**config.mk**
```make
export PLATFORM = sky130hd
export DESIGN_NAME = uart_rx_core
export DESIGN_NICKNAME = d
export VERILOG_FILES = /design/src/rtl/uart_rx_pkg.sv /design/src/rtl/uart_rx_fifo.sv /design/src/rtl/uart_rx_core.sv
export SDC_FILE = /design/constraint.sdc
export NUM_CORES = 1
export LEC_CHECK = 0
export ABC_CLOCK_PERIOD_IN_PS = 1500
export BUFFER_PORTS_ARGS = -buffer_cell sky130_fd_sc_hd__clkbuf_2
export CORE_MARGIN = 3
export CORE_UTILIZATION = 52
export DETAILED_ROUTE_END_ITERATION = 10
export GPL_TIMING_DRIVEN = 0
export PLACE_DENSITY = 0.71
export SLEW_MARGIN = 15
export SYNTH_ARGS = -nofsm -noshare
export SYNTH_HDL_FRONTEND = slang
export SYNTH_SLANG_ARGS = --single-unit
```
**constraint.sdc**
```tcl
create_clock -name clk -period 1.5 [get_ports clk]
set_input_delay 0.3 -clock clk [delete_from_list [all_inputs] [get_ports clk]]
set_output_delay 0.3 -clock clk [all_outputs]
set_load 0.02 [all_outputs]
```
**src/rtl/uart_rx_pkg.sv**
```systemverilog
// Shared types and helpers for the parametrised UART receiver.
// Optional receive FIFO is selected with the UART_RX_FIFO_EN macro.
package uart_rx_pkg;

    typedef enum logic [2:0] {
        ST_IDLE,
        ST_START,
        ST_DATA,
        ST_PARITY,
        ST_STOP
    } rx_state_t;

    localparam int PAR_NONE = 0;
    localparam int PAR_ODD  = 1;
    localparam int PAR_EVEN = 2;

    localparam int MAX_DATA_BITS = 9;

    // Data is sized for the widest frame; narrower words use the low bits.
    typedef struct packed {
        logic [MAX_DATA_BITS-1:0] data;
        logic                     parity_err;
        logic                     frame_err;
    } rx_entry_t;

    function automatic int clks_per_bit(input int clk_freq, input int baud);
        return clk_freq / baud;
    endfunction

endpackage

```
**src/rtl/uart_rx_fifo.sv**
```systemverilog
// First-word-fall-through FIFO for received words; used when UART_RX_FIFO_EN is defined.
module uart_rx_fifo #(
    parameter int WIDTH = 10,
    parameter int DEPTH = 4
) (
    input  logic             clk,
    input  logic             srst,
    input  logic             push,
    input  logic [WIDTH-1:0] push_data,
    input  logic             pop,
    output logic [WIDTH-1:0] pop_data,
    output logic             full,
    output logic             empty
);
    localparam int AW = $clog2(DEPTH);

    logic [WIDTH-1:0] mem [DEPTH];
    logic [AW:0]      wr_ptr_reg;
    logic [AW:0]      rd_ptr_reg;
    logic             wr_en;
    logic             rd_en;

    assign empty    = (wr_ptr_reg == rd_ptr_reg);
    assign full     = (wr_ptr_reg[AW] != rd_ptr_reg[AW]) &&
                      (wr_ptr_reg[AW-1:0] == rd_ptr_reg[AW-1:0]);
    // A pop frees the head slot in the same edge, so a push into a full FIFO is legal then.
    assign wr_en    = push && (!full || pop);
    assign rd_en    = pop && !empty;
    assign pop_data = mem[rd_ptr_reg[AW-1:0]];

    always_ff @(posedge clk) begin
        if (wr_en) begin
            mem[wr_ptr_reg[AW-1:0]] <= push_data;
        end
    end

    always_ff @(posedge clk) begin
        if (srst) begin
            wr_ptr_reg <= '0;
            rd_ptr_reg <= '0;
        end else begin
            if (wr_en) begin
                wr_ptr_reg <= wr_ptr_reg + 1'b1;
            end
            if (rd_en) begin
                rd_ptr_reg <= rd_ptr_reg + 1'b1;
            end
        end
    end

endmodule

```
**src/rtl/uart_rx_core.sv**
```systemverilog
// Parametrised UART receiver with majority-vote sampling and valid/ready output.
// Define UART_RX_FIFO_EN for a FIFO_DEPTH-entry buffer; otherwise a single holding register.
module uart_rx_core
    import uart_rx_pkg::*;
#(
    parameter int CLK_FREQ    = 50_000_000,
    parameter int BAUD        = 115200,
    parameter int DATA_BITS   = 8,
    parameter int PARITY_MODE = 0,
    parameter int STOP_BITS   = 1,
    parameter int FIFO_DEPTH  = 4
) (
    input  logic                 clk,
    input  logic                 rst,
    input  logic                 rx_en,
    input  logic                 rx,
    output logic [DATA_BITS-1:0] rx_data,
    output logic                 rx_valid,
    input  logic                 rx_ready,
    output logic                 parity_err,
    output logic                 frame_err,
    output logic                 overrun,
    output logic                 rx_busy
);
    localparam int CPB  = clks_per_bit(CLK_FREQ, BAUD);
    localparam int HALF = CPB / 2;
    localparam int CW   = $clog2(CPB);
    localparam int BW   = $clog2(DATA_BITS);
    localparam int EW   = DATA_BITS + 2;
    localparam bit CFG_OK = (CPB >= 8) && (DATA_BITS >= 5) && (DATA_BITS <= MAX_DATA_BITS) &&
                            (PARITY_MODE >= PAR_NONE) && (PARITY_MODE <= PAR_EVEN) &&
                            (STOP_BITS >= 1) && (STOP_BITS <= 2) &&
                            (FIFO_DEPTH >= 2) && ((FIFO_DEPTH & (FIFO_DEPTH - 1)) == 0);

    if (!CFG_OK) begin : g_cfg_check
        $error("uart_rx_core: illegal parameter combination");
    end

    rx_state_t            state_reg, state_next;
    logic                 rx_meta_reg, rx_sync_reg, rx_prev_reg;
    logic [CW-1:0]        cnt_reg;
    logic [BW-1:0]        bit_reg;
    logic                 stop_reg;
    logic [DATA_BITS-1:0] shift_reg;
    logic                 par_err_reg, frm_err_reg;
    logic                 samp_lo_reg, samp_mid_reg;
    logic                 start_edge, decide, maj, stop_last, push, pop, full, empty;
    logic [EW-1:0]        push_word, head_word;

    assign start_edge = rx_prev_reg && !rx_sync_reg;
    assign decide     = (state_reg != ST_IDLE) && (cnt_reg == CW'(HALF + 1));
    assign maj        = (samp_lo_reg & samp_mid_reg) | (samp_lo_reg & rx_sync_reg) |
                        (samp_mid_reg & rx_sync_reg);
    assign stop_last  = (stop_reg == 1'(STOP_BITS - 1));
    // The final stop bit is folded into frame_err here since its register update lands too late.
    assign push_word  = {shift_reg, par_err_reg, frm_err_reg | ~maj};
    assign rx_busy    = (state_reg != ST_IDLE);

    always_comb begin
        state_next = state_reg;
        push       = 1'b0;
        case (state_reg)
            ST_IDLE: begin
                if (rx_en && start_edge) state_next = ST_START;
            end
            ST_START: begin
                if (decide) state_next = maj ? ST_IDLE : ST_DATA;
            end
            ST_DATA: begin
                if (decide && (bit_reg == BW'(DATA_BITS - 1))) begin
                    state_next = (PARITY_MODE != PAR_NONE) ? ST_PARITY : ST_STOP;
                end
            end
            ST_PARITY: begin
                if (decide) state_next = ST_STOP;
            end
            ST_STOP: begin
                if (decide && stop_last) begin
                    push       = 1'b1;
                    state_next = ST_IDLE;
                end
            end
            default: state_next = ST_IDLE;
        endcase
    end

    always_ff @(posedge clk) begin
        if (rst) begin
            state_reg <= ST_IDLE;
        end else begin
            state_reg <= state_next;
        end
    end

    always_ff @(posedge clk) begin
        if (rst) begin
            rx_meta_reg  <= 1'b1;
            rx_sync_reg  <= 1'b1;
            rx_prev_reg  <= 1'b1;
            cnt_reg      <= '0;
            bit_reg      <= '0;
            stop_reg     <= 1'b0;
            shift_reg    <= '0;
            par_err_reg  <= 1'b0;
            frm_err_reg  <= 1'b0;
            samp_lo_reg  <= 1'b1;
            samp_mid_reg <= 1'b1;
        end else begin
            rx_meta_reg <= rx;
            rx_sync_reg <= rx_meta_reg;
            rx_prev_reg <= rx_sync_reg;
            if (state_reg == ST_IDLE || cnt_reg == CW'(CPB - 1)) begin
                cnt_reg <= '0;
            end else begin
                cnt_reg <= cnt_reg + 1'b1;
            end
            if (cnt_reg == CW'(HALF - 1)) samp_lo_reg  <= rx_sync_reg;
            if (cnt_reg == CW'(HALF))     samp_mid_reg <= rx_sync_reg;
            if (decide) begin
                case (state_reg)
                    ST_START: begin
                        bit_reg     <= '0;
                        stop_reg    <= 1'b0;
                        par_err_reg <= 1'b0;
                        frm_err_reg <= 1'b0;
                    end
                    ST_DATA: begin
                        shift_reg <= {maj, shift_reg[DATA_BITS-1:1]};
                        bit_reg   <= bit_reg + 1'b1;
                    end
                    ST_PARITY: begin
                        par_err_reg <= (PARITY_MODE == PAR_ODD) ? ~(^shift_reg ^ maj)
                                                                : (^shift_reg ^ maj);
                    end
                    ST_STOP: begin
                        if (!maj) frm_err_reg <= 1'b1;
                        stop_reg <= 1'b1;
                    end
                    default: ;
                endcase
            end
        end
    end

    assign pop     = !empty && rx_ready;
    assign overrun = push && full && !pop;

`ifdef UART_RX_FIFO_EN
    uart_rx_fifo #(
        .WIDTH (EW),
        .DEPTH (FIFO_DEPTH)
    ) u_fifo (
        .clk       (clk),
        .srst      (rst),
        .push      (push),
        .push_data (push_word),
        .pop       (pop),
        .pop_data  (head_word),
        .full      (full),
        .empty     (empty)
    );
`else
    logic [EW-1:0] hold_reg;
    logic          hold_valid_reg;

    always_ff @(posedge clk) begin
        if (rst) begin
            hold_reg       <= '0;
            hold_valid_reg <= 1'b0;
        end else if (push && (!hold_valid_reg || pop)) begin
            hold_reg       <= push_word;
            hold_valid_reg <= 1'b1;
        end else if (pop) begin
            hold_valid_reg <= 1'b0;
        end
    end

    assign head_word = hold_reg;
    assign full      = hold_valid_reg;
    assign empty     = !hold_valid_reg;
`endif

    // Outputs read as zero when nothing is presented, covering stale storage after reset.
    assign rx_valid   = !empty;
    assign rx_data    = rx_valid ? head_word[EW-1:2] : '0;
    assign parity_err = rx_valid & head_word[1];
    assign frame_err  = rx_valid & head_word[0];

endmodule

```
* Yosys cells after proc, flatten, opt, wreduce, memory -nomap -nowiden
Index checks and enable logic that the tools add are counted.
Operators by class: add/sub/neg operators 2, multiply operators 0, div/mod/pow operators 0, order comparisons 0, equal/unequal tests 15, shift operators 0, mux-type cells 17, bitwise gates (word level) 11, reductions and logical operators 28
Operators with widths (number):
- 9-bit by 8-bit == test with 1-bit output, second input constant | 3
- 3-bit two-way mux | 5
- 3-bit one-hot mux with 5 select lines | 1
- 2-bit != test, second input constant | 6
- 9-bit by 1-bit adder with 9-bit output, second input constant | 1
- 9-bit == test, second input constant | 1
- 1-bit logical AND | 9
- 8-bit two-way mux | 1
- 2-bit AND reduction | 4
- 2-bit nonzero test | 4
- 8-bit parity | 1
- 3-bit by 2-bit == test with 1-bit output, second input constant | 2
- 3-bit == test, second input constant | 2
- 1-bit one-hot mux with 2 select lines | 3
- 3-bit one-hot mux with 2 select lines | 1
- 1-bit bitwise AND | 5
- 1-bit two-way mux | 5
- 5-bit AND reduction | 1
- 3-bit by 1-bit adder with 3-bit output, second input constant | 1
- 3-bit by 1-bit == test with 1-bit output, second input constant | 1
- 1-bit logical NOT | 3
- 3-bit logical NOT | 1
- 1-bit bitwise OR | 3
- 3-bit AND reduction | 1
- 6 further kinds | 8
Storage, ports and cells: register bits after elaboration 42, latch bits 0, bits in writable memories 0, ROM bits 0, bits of input ports 5, output and inout port bits 13, logic and storage cells 87, memories 0

* Logic depth before layout (Yosys ltp)
Gate-level depths: netlist (run 1).
depth after elaboration 7, mapped depth 7, depth with buffers taken out 6

* Least setup slack after synthesis (run 1)
No wires, ideal clock.
kind register to output, start point register cnt_reg[0], end point output overrun, arrival time 1364 ps, required time 1200 ps, slack -164 ps, cell stages (with the launch flop) 7, path buffers 0, path through dfxtp_1 inv_1 ha_1 and4bb_2 and3_2 nand2b_1 nor2_1
On the way: longest elaborated chain between the ends 7
RTL lines:
- start, declared | line uart_rx_core.sv:41 | logic [CW-1:0] cnt_reg;
- start signal, assigned | line uart_rx_core.sv:115 | cnt_reg <= cnt_reg + 1'b1;
- 9-bit by 8-bit == test with 1-bit output | line uart_rx_core.sv:51 | assign decide = (state_reg != ST_IDLE) && (cnt_reg == CW'(HALF + 1));
- 1-bit logical AND | line uart_rx_core.sv:51
- 1-bit logical AND | line uart_rx_core.sv:78 | if (decide && stop_last) begin
- 1-bit two-way mux | line uart_rx_core.sv:78
- 1-bit two-way mux | line uart_rx_core.sv:62 | case (state_reg)
- 1-bit logical AND (2 in a row) | line uart_rx_core.sv:146 | assign overrun = push && full && !pop;
- end, declared | line uart_rx_core.sv:22 | output logic overrun,
Every way passes these cells.

* Final worst setup path (run 1)
Ends and elaborated chain as after synthesis.

==> results of run 1 <==
==> cells in the final DEF, fill, tap and decap left out, types with 2 or more instances in the layout <==
cell / n
dfxtp_1: 33
nor2_1: 17
a21oi_1: 15
clkbuf_2: 14
buf_4: 13
nand3_1: 12
and2_1: 11
xnor2_1: 11
mux2i_1: 10
nor2_2: 9
buf_6: 8
inv_1: 8
o21ai_1: 8
dfxtp_2: 6
clkbuf_1: 5
nand2_1: 5
clkbuf_8: 5
nand2b_1: 4
nand4b_1: 4
nor3_1: 4
ha_1: 4
nand4_1: 3
o21ai_0: 3
xor2_1: 3
or2_2: 3
dfxtp_4: 3
buf_2: 2
nor3b_1: 2
o21a_1: 2
nor2b_1: 2
nor4_1: 2
or4_4: 2
nand3b_4: 2
a2bb2oi_2: 2
ha_4: 2
clkinv_2: 2
buf_8: 2
==> report_power, final <==
part	switching [mW]	total [mW]	internal, mW	leakage (nW)
registers	0.00357	1.12	1.11	0.344
clock network	0.369	0.682	0.312	0.0438
logic	0.0344	0.0668	0.0324	0.601
total	0.407	1.87	1.46	0.990
==> layout make-up <==
class,instances,area (µm²)
plain buffers,13,91.3
clock buffers,5,68.8
clock inverters,2,10.0
fillers,267,977
inverters,9,36.3
multi-input cells,158,1160
flip-flops and latches,42,860
well taps,46,57.6
repair buffers,32,229
==> metrics by stage <==
step	utilization, %	hold slack (ns)
5_1_grt	72.0	0.180
6_report	72.0	0.192
4_1_cts	68.4	0.183
3_3_place_gp	61.3	0.398
2_1_floorplan	-	0.389
3_5_place_dp	61.3	0.399
==> logic make-up (layout without fill, tap and decap cells) <==
logic type	count (synthesis)	count (layout)	synth area share (%)
AND/OR/NAND/NOR	92	93	25.9
flip-flops	42	42	42.4
AO/OA/AOI/OAI	33	33	9.72
buffers and inverters	22	61	5.30
XOR/XNOR	15	15	7.32
multiplexers	10	10	5.05
adder cells (fa/ha/maj)	7	7	4.29
==> layer usage <==
metal	global-route usage, %	up-vias	share of wire (%)
met5	0	-	0
met4	8.35	0	1.6
met3	5.99	7	4.7
met2	28.3	40	42
met1	28.8	776	51
li1	-	835	-
==> final timing paths <==
kind                    start      endpoint  cells past startpoint
setup reg to reg   cnt_reg[0]  shift_reg[0]                      9
hold reg to reg   rx_meta_reg   rx_sync_reg                      1
setup / recovery   cnt_reg[0]       overrun                      7
hold / removal             rx   rx_meta_reg                      2
==> worst reg2reg max path: cells and delay by family, from the launching register on <==
kind                       cells  cell delay, ns
and+or+nand+nor                3            0.50
muxes                          1            0.18
buffers and inverters          4            0.46
adders and majority gates      1            0.14
DFF                            1            0.37
==> timing repair <==
| item | 4_1_cts | 5_1_grt |
|---|---|---|
| gates resized for setup | 40 | 19 |
| setup endpoints to repair | 42 | 43 |
| gates cloned | 2 | 1 |
| pin swaps | 12 | 8 |
| setup buffers | 4 | 10 |
| hold endpoints to repair | 0 | 0 |
==> flow_summary_export.csv, run 1 <==
group,metric,value,unit
sta,setup_viol,34,
cells_and_area,area_growth,27.0,%
critical_path,crit_chain,"inv_4 > ha_4 > and4bb_2 > and3_4 > nand2b_4 > nor2_4 > buf_8",
logic_synthesis,synth_top_area_share,42.4,%
logic_synthesis,async_reset_ff_share,0,%
clock_network,cts_sinks,42,
critical_path,cpLargestDelayFamily,"simple AND/OR/NAND/NOR gates",
job,drv_cap,0,
placement,dp.cells,283,
logic_synthesis,synth-seq-area-share,42.4,%
sta,tightest_slew,0.483,ns
die,dieArea,4590,µm²
route,viasPerCell,5.40,
placement,hpwl,2.67,mm
die,rows,21,
logic_synthesis,netlist_area,1980,µm²
sta,finClkSkew,0.00791,ns
clock_network,clk_latency,0.30,ns
logic_synthesis,synth_nets,232,
grt,grt.overflow.total,0,
clock_network,cts_tree,"done",
die,coreArea,3490,µm²
placement,placed_area,2140,µm²
sta,hold_viol_final,0,
clock_network,clk_pin_slew,0.07,ns
clock_network,clockRootBuffer,"clkbuf_8",
grt,antenna_found_initial,0,
power_and_ir_drop,vdd_drop_max,625,µV
sta,max_freq,0.537,GHz
route,routed_wl,4.27,mm
clock_network,cts_max_level,2,
critical_path,path_buf_inv,2,
cells_and_area,finalInstanceArea,2520,µm²
critical_path,cp.required,1.20,ns
clock_network,cts_made_buffers,5,
sta,slew_headroom,67.8,%
cells_and_area,n_antenna_cell,0,
clock_network,ctsHoldBuffers,0,
logic_synthesis,synth_area_leaders,"dfxtp_1 42%, nor2_1 5.1%, mux2i_1 5.1%",
sta,drv_slew,0,
run_status,status,"finished with violations",
route,drt_iter0_drc,154,
cells_and_area,final_cell_count_no_fill,307,
route,via_count,1658,
placement,port_buffers,16,
grt,grt_pass1_wl,6.89,mm
logic_synthesis,synth_warnings,0,
logic_synthesis,yosysMostFrequentCell,"dfxtp_1",
route,ant_nets,0,
cells_and_area,drive_above_1_share,32.6,%
logic_synthesis,synth_edf_count,0,
critical_path,ff2ff_setup_slack,-0.27,ns
logic_synthesis,synthCells,221,
sta,tns,-6.22,ns
die,die_height,67.7,µm
critical_path,slowest_stage,"dfxtp_4",
sta,rsz0062_at_grt,"yes",
logic_synthesis,ys_ff_latch,42,
sta,min_period,1.86,ns
route,avgRoutedWirePerCell,13.9,µm
critical_path,start_kind,"flop",
grt,grt_pass1_vias,1486,
placement,place_ws,-0.208,ns
die,io_pins,18,
cells_and_area,nets,272,
critical_path,cp.arrival,1.56,ns
sta,post-route-period-util,124,%
worst_hold_path,hold_class,"input port to flop",
critical_path,cpPeakStageDelay,0.36,ns
sta,finalWorstSetupSlack,-0.364,ns
route,first_pass_iters,4,
power_and_ir_drop,total_power,1.87,mW
critical_path,path_class,"flop to output port",
critical_path,cp_max_fo,2,
grt,track_usage,20.3,%
logic_synthesis,synth_commonest_cells,"42 x dfxtp_1, 27 x nor2_1, 15 x a21oi_1",
logic_synthesis,synth_cell_types,40,
grt,grt_max_degree,13,
die,die_x,67.7,µm
route,drcViolationCount,0,
logic_synthesis,yosys.area.top_type,"dfxtp_1",
logic_synthesis,postSynthAreaPerCell,8.97,µm²
power_and_ir_drop,power_density,741,nW/µm²
die,start_util,56.7,%
placement,place_congestion,0.753,
power_and_ir_drop,power_leakage,0.990,nW
critical_path,crit_path_end_kind,"output port",
cells_and_area,largest_reg_flops,10,
logic_synthesis,synth_ff_type,"dfxtp_1",
run_status,violations,"setup timing",
clock_network,cts_buffer_depth,2,
Note: power is estimated with default switching activity, not from simulation.
==> run 2, diff against run 1 <==
- ABC_CLOCK_PERIOD_IN_PS: 1500 -> 1980
- CORE_UTILIZATION: 52 -> 55
- PLACE_DENSITY: 0.71 -> 0.72
- clock period: 1.5 -> 1.98 ns (I/O delays scaled with it)
==> run 2 against run 1 <==
Sequential share of layout area up 3.2 points. Global-route usage down 0.76 points. The flow still finishes with violations (setup timing). Final area down 8.4%. Final cell count down 2.6%. Largest power group unchanged. Clock-buffer cell count up 2. Sequential cell count unchanged.
==> flow_summary_export.csv, run 2 (synthesis results as in run 1) <==
group,metric,value,unit
sta,rsz0062_at_grt,"yes",
sta,tightest_slew,0.463,ns
sta,min_period,1.98,ns
cells_and_area,mostFrequentLayoutCells,"33 x dfxtp_1, 26 x nor2_1, 15 x a21oi_1, 15 x clkbuf_2, 13 x nand3_1",
route,avgRoutedWirePerCell,13.0,µm
grt,grt_pass1_wl,6.51,mm
clock_network,clk_latency,0.35,ns
critical_path,cp.required,1.58,ns
run_status,violations,"setup timing",
placement,place_ws,0.0861,ns
grt,grt.overflow.total,0,
sta,slew_headroom,69.1,%
sta,max_freq,0.504,GHz
route,first_pass_iters,5,
sta,setup_viol,1,
sta,post-route-period-util,100,%
grt,track_usage,19.5,%
cells_and_area,final_cell_count_no_fill,299,
cells_and_area,drive_above_1_share,22.9,%
power_and_ir_drop,vdd_drop_max,523,µV
critical_path,slowest_stage,"dfxtp_4",
critical_path,cpPeakStageDelay,0.37,ns
critical_path,crit_path_end_kind,"output port",
die,die_height,66.0,µm
route,drt_iter0_drc,97,
route,drcViolationCount,0,
route,viasPerCell,5.40,
placement,place_congestion,0.800,
placement,dp.cells,283,
cells_and_area,largest_reg_flops,10,
cells_and_area,post-route-util,67.5,%
job,drv_cap,0,
die,io_pins,18,
critical_path,ff2ff_setup_slack,0.18,ns
sta,drv_slew,0,
clock_network,cts_tree,"done",
route,routed_wl,3.87,mm
sta,finalWorstSetupSlack,-0.00258,ns
cells_and_area,nets,264,
die,start_util,58.0,%
cells_and_area,area_growth,16.3,%
clock_network,cts_sinks,42,
power_and_ir_drop,power_leakage,0.907,nW
sta,hold_ws,0.237,ns
clock_network,cts_max_level,2,
sta,finClkSkew,0.0100,ns
placement,hpwl,2.67,mm
worst_hold_path,hold_class,"input port to flop",
die,dieArea,4360,µm²
route,via_count,1615,
sta,tns,-0.00258,ns
die,die_x,66.0,µm
critical_path,cp.arrival,1.59,ns
critical_path,crit_chain,"inv_4 > ha_4 > and4bb_2 > and3_4 > nand2b_4 > nor2_4 > buf_6",
clock_network,cts_made_buffers,5,
critical_path,path_class,"flop to output port",
placement,port_buffers,16,
clock_network,clk_pin_slew,0.11,ns
clock_network,ctsHoldBuffers,0,
clock_network,clockRootBuffer,"clkbuf_4",
cells_and_area,n_antenna_cell,0,
grt,antenna_found_initial,0,
clock_network,cts_buffer_depth,2,
route,ant_nets,0,
grt,grt_pass1_vias,1391,
cells_and_area,fill_cells,315,
power_and_ir_drop,power_density,550,nW/µm²
critical_path,cp_max_fo,2,
run_status,status,"finished with violations",
die,rows,21,
die,coreArea,3420,µm²
cells_and_area,final_common_cell,"dfxtp_1",
sta,hold_viol_final,0,
critical_path,start_kind,"flop",
grt,grt_max_degree,12,
[run 2: changes by cell type in the layout (fill, tap and decap cells not counted), moves of 3 or more]
cell	previous run	this run
nor2_1	17	26
nor2_2	9	0
o21ai_0	3	11
o21ai_1	8	0
buf_6	8	3
clkbuf_4	0	5
clkbuf_8	5	0
clkbuf_1	5	8
[run 2: through the flow]
stage | area, µm² | power [mW]
2_1_floorplan | 1980 | 0.891
3_3_place_gp | 2120 | 0.901
3_5_place_dp | 2120 | 0.902
4_1_cts | 2260 | 1.28
5_1_grt | 2300 | 1.33
6_report | 2300 | 1.27
[run 2: path summary, 6_finish.rpt]
path / from / endpoint / cells after the start
setup / recovery: cnt_reg[0] / overrun / 7
hold reg to reg: rx_meta_reg / rx_sync_reg / 1
setup reg to reg: cnt_reg[0] / shift_reg[5] / 9
hold / removal: rx / rx_meta_reg / 2
[run 2: power by group]
group,switching (mW),internal [mW],leakage [nW],total [mW]
combinational,0.0217,0.0134,0.537,0.0351
clock,0.253,0.134,0.0254,0.387
sequential,0.00239,0.844,0.344,0.846
total,0.277,0.992,0.907,1.27
[run 2: cell type report]
class / instances / area, µm² / share of cell area [%]
Buffer: 13 / 73.8 / 3.20
Clock buffer: 7 / 45.0 / 1.95
Sequential cell: 42 / 860 / 37.3
Inverter: 9 / 36.3 / 1.57
Tap cell: 46 / 57.6 / 2.50
Multi-Input combinational cell: 157 / 1080 / 46.8
Timing Repair Buffer: 25 / 154 / 6.68
[run 2: critical path, delay by kind of cell, from the launching register on]
kind | cells | cell delay, ns
and+or+nand+nor | 4 | 0.59
buffers and inverters | 2 | 0.17
adders and majority gates | 1 | 0.12
DFF | 1 | 0.37
[run 2: what timing repair did]
| action | in CTS | in global routing |
|---|---|---|
| gates resized for setup | 18 | 8 |
| setup endpoints to repair | 1 | 1 |
| pin swaps | 2 | 3 |
| hold endpoints to repair | 0 | 0 |
| buffers inserted | 6 | 3 |
[run 2: per-layer routing]
layer / vias up / part of all wire, % / track usage (%)
met5: - / 0 / 0
met2: 34 / 42 / 28.9
met1: 753 / 50 / 26.9
li1: 822 / - / -
met3: 6 / 5.7 / 5.61
met4: 0 / 1.4 / 7.11
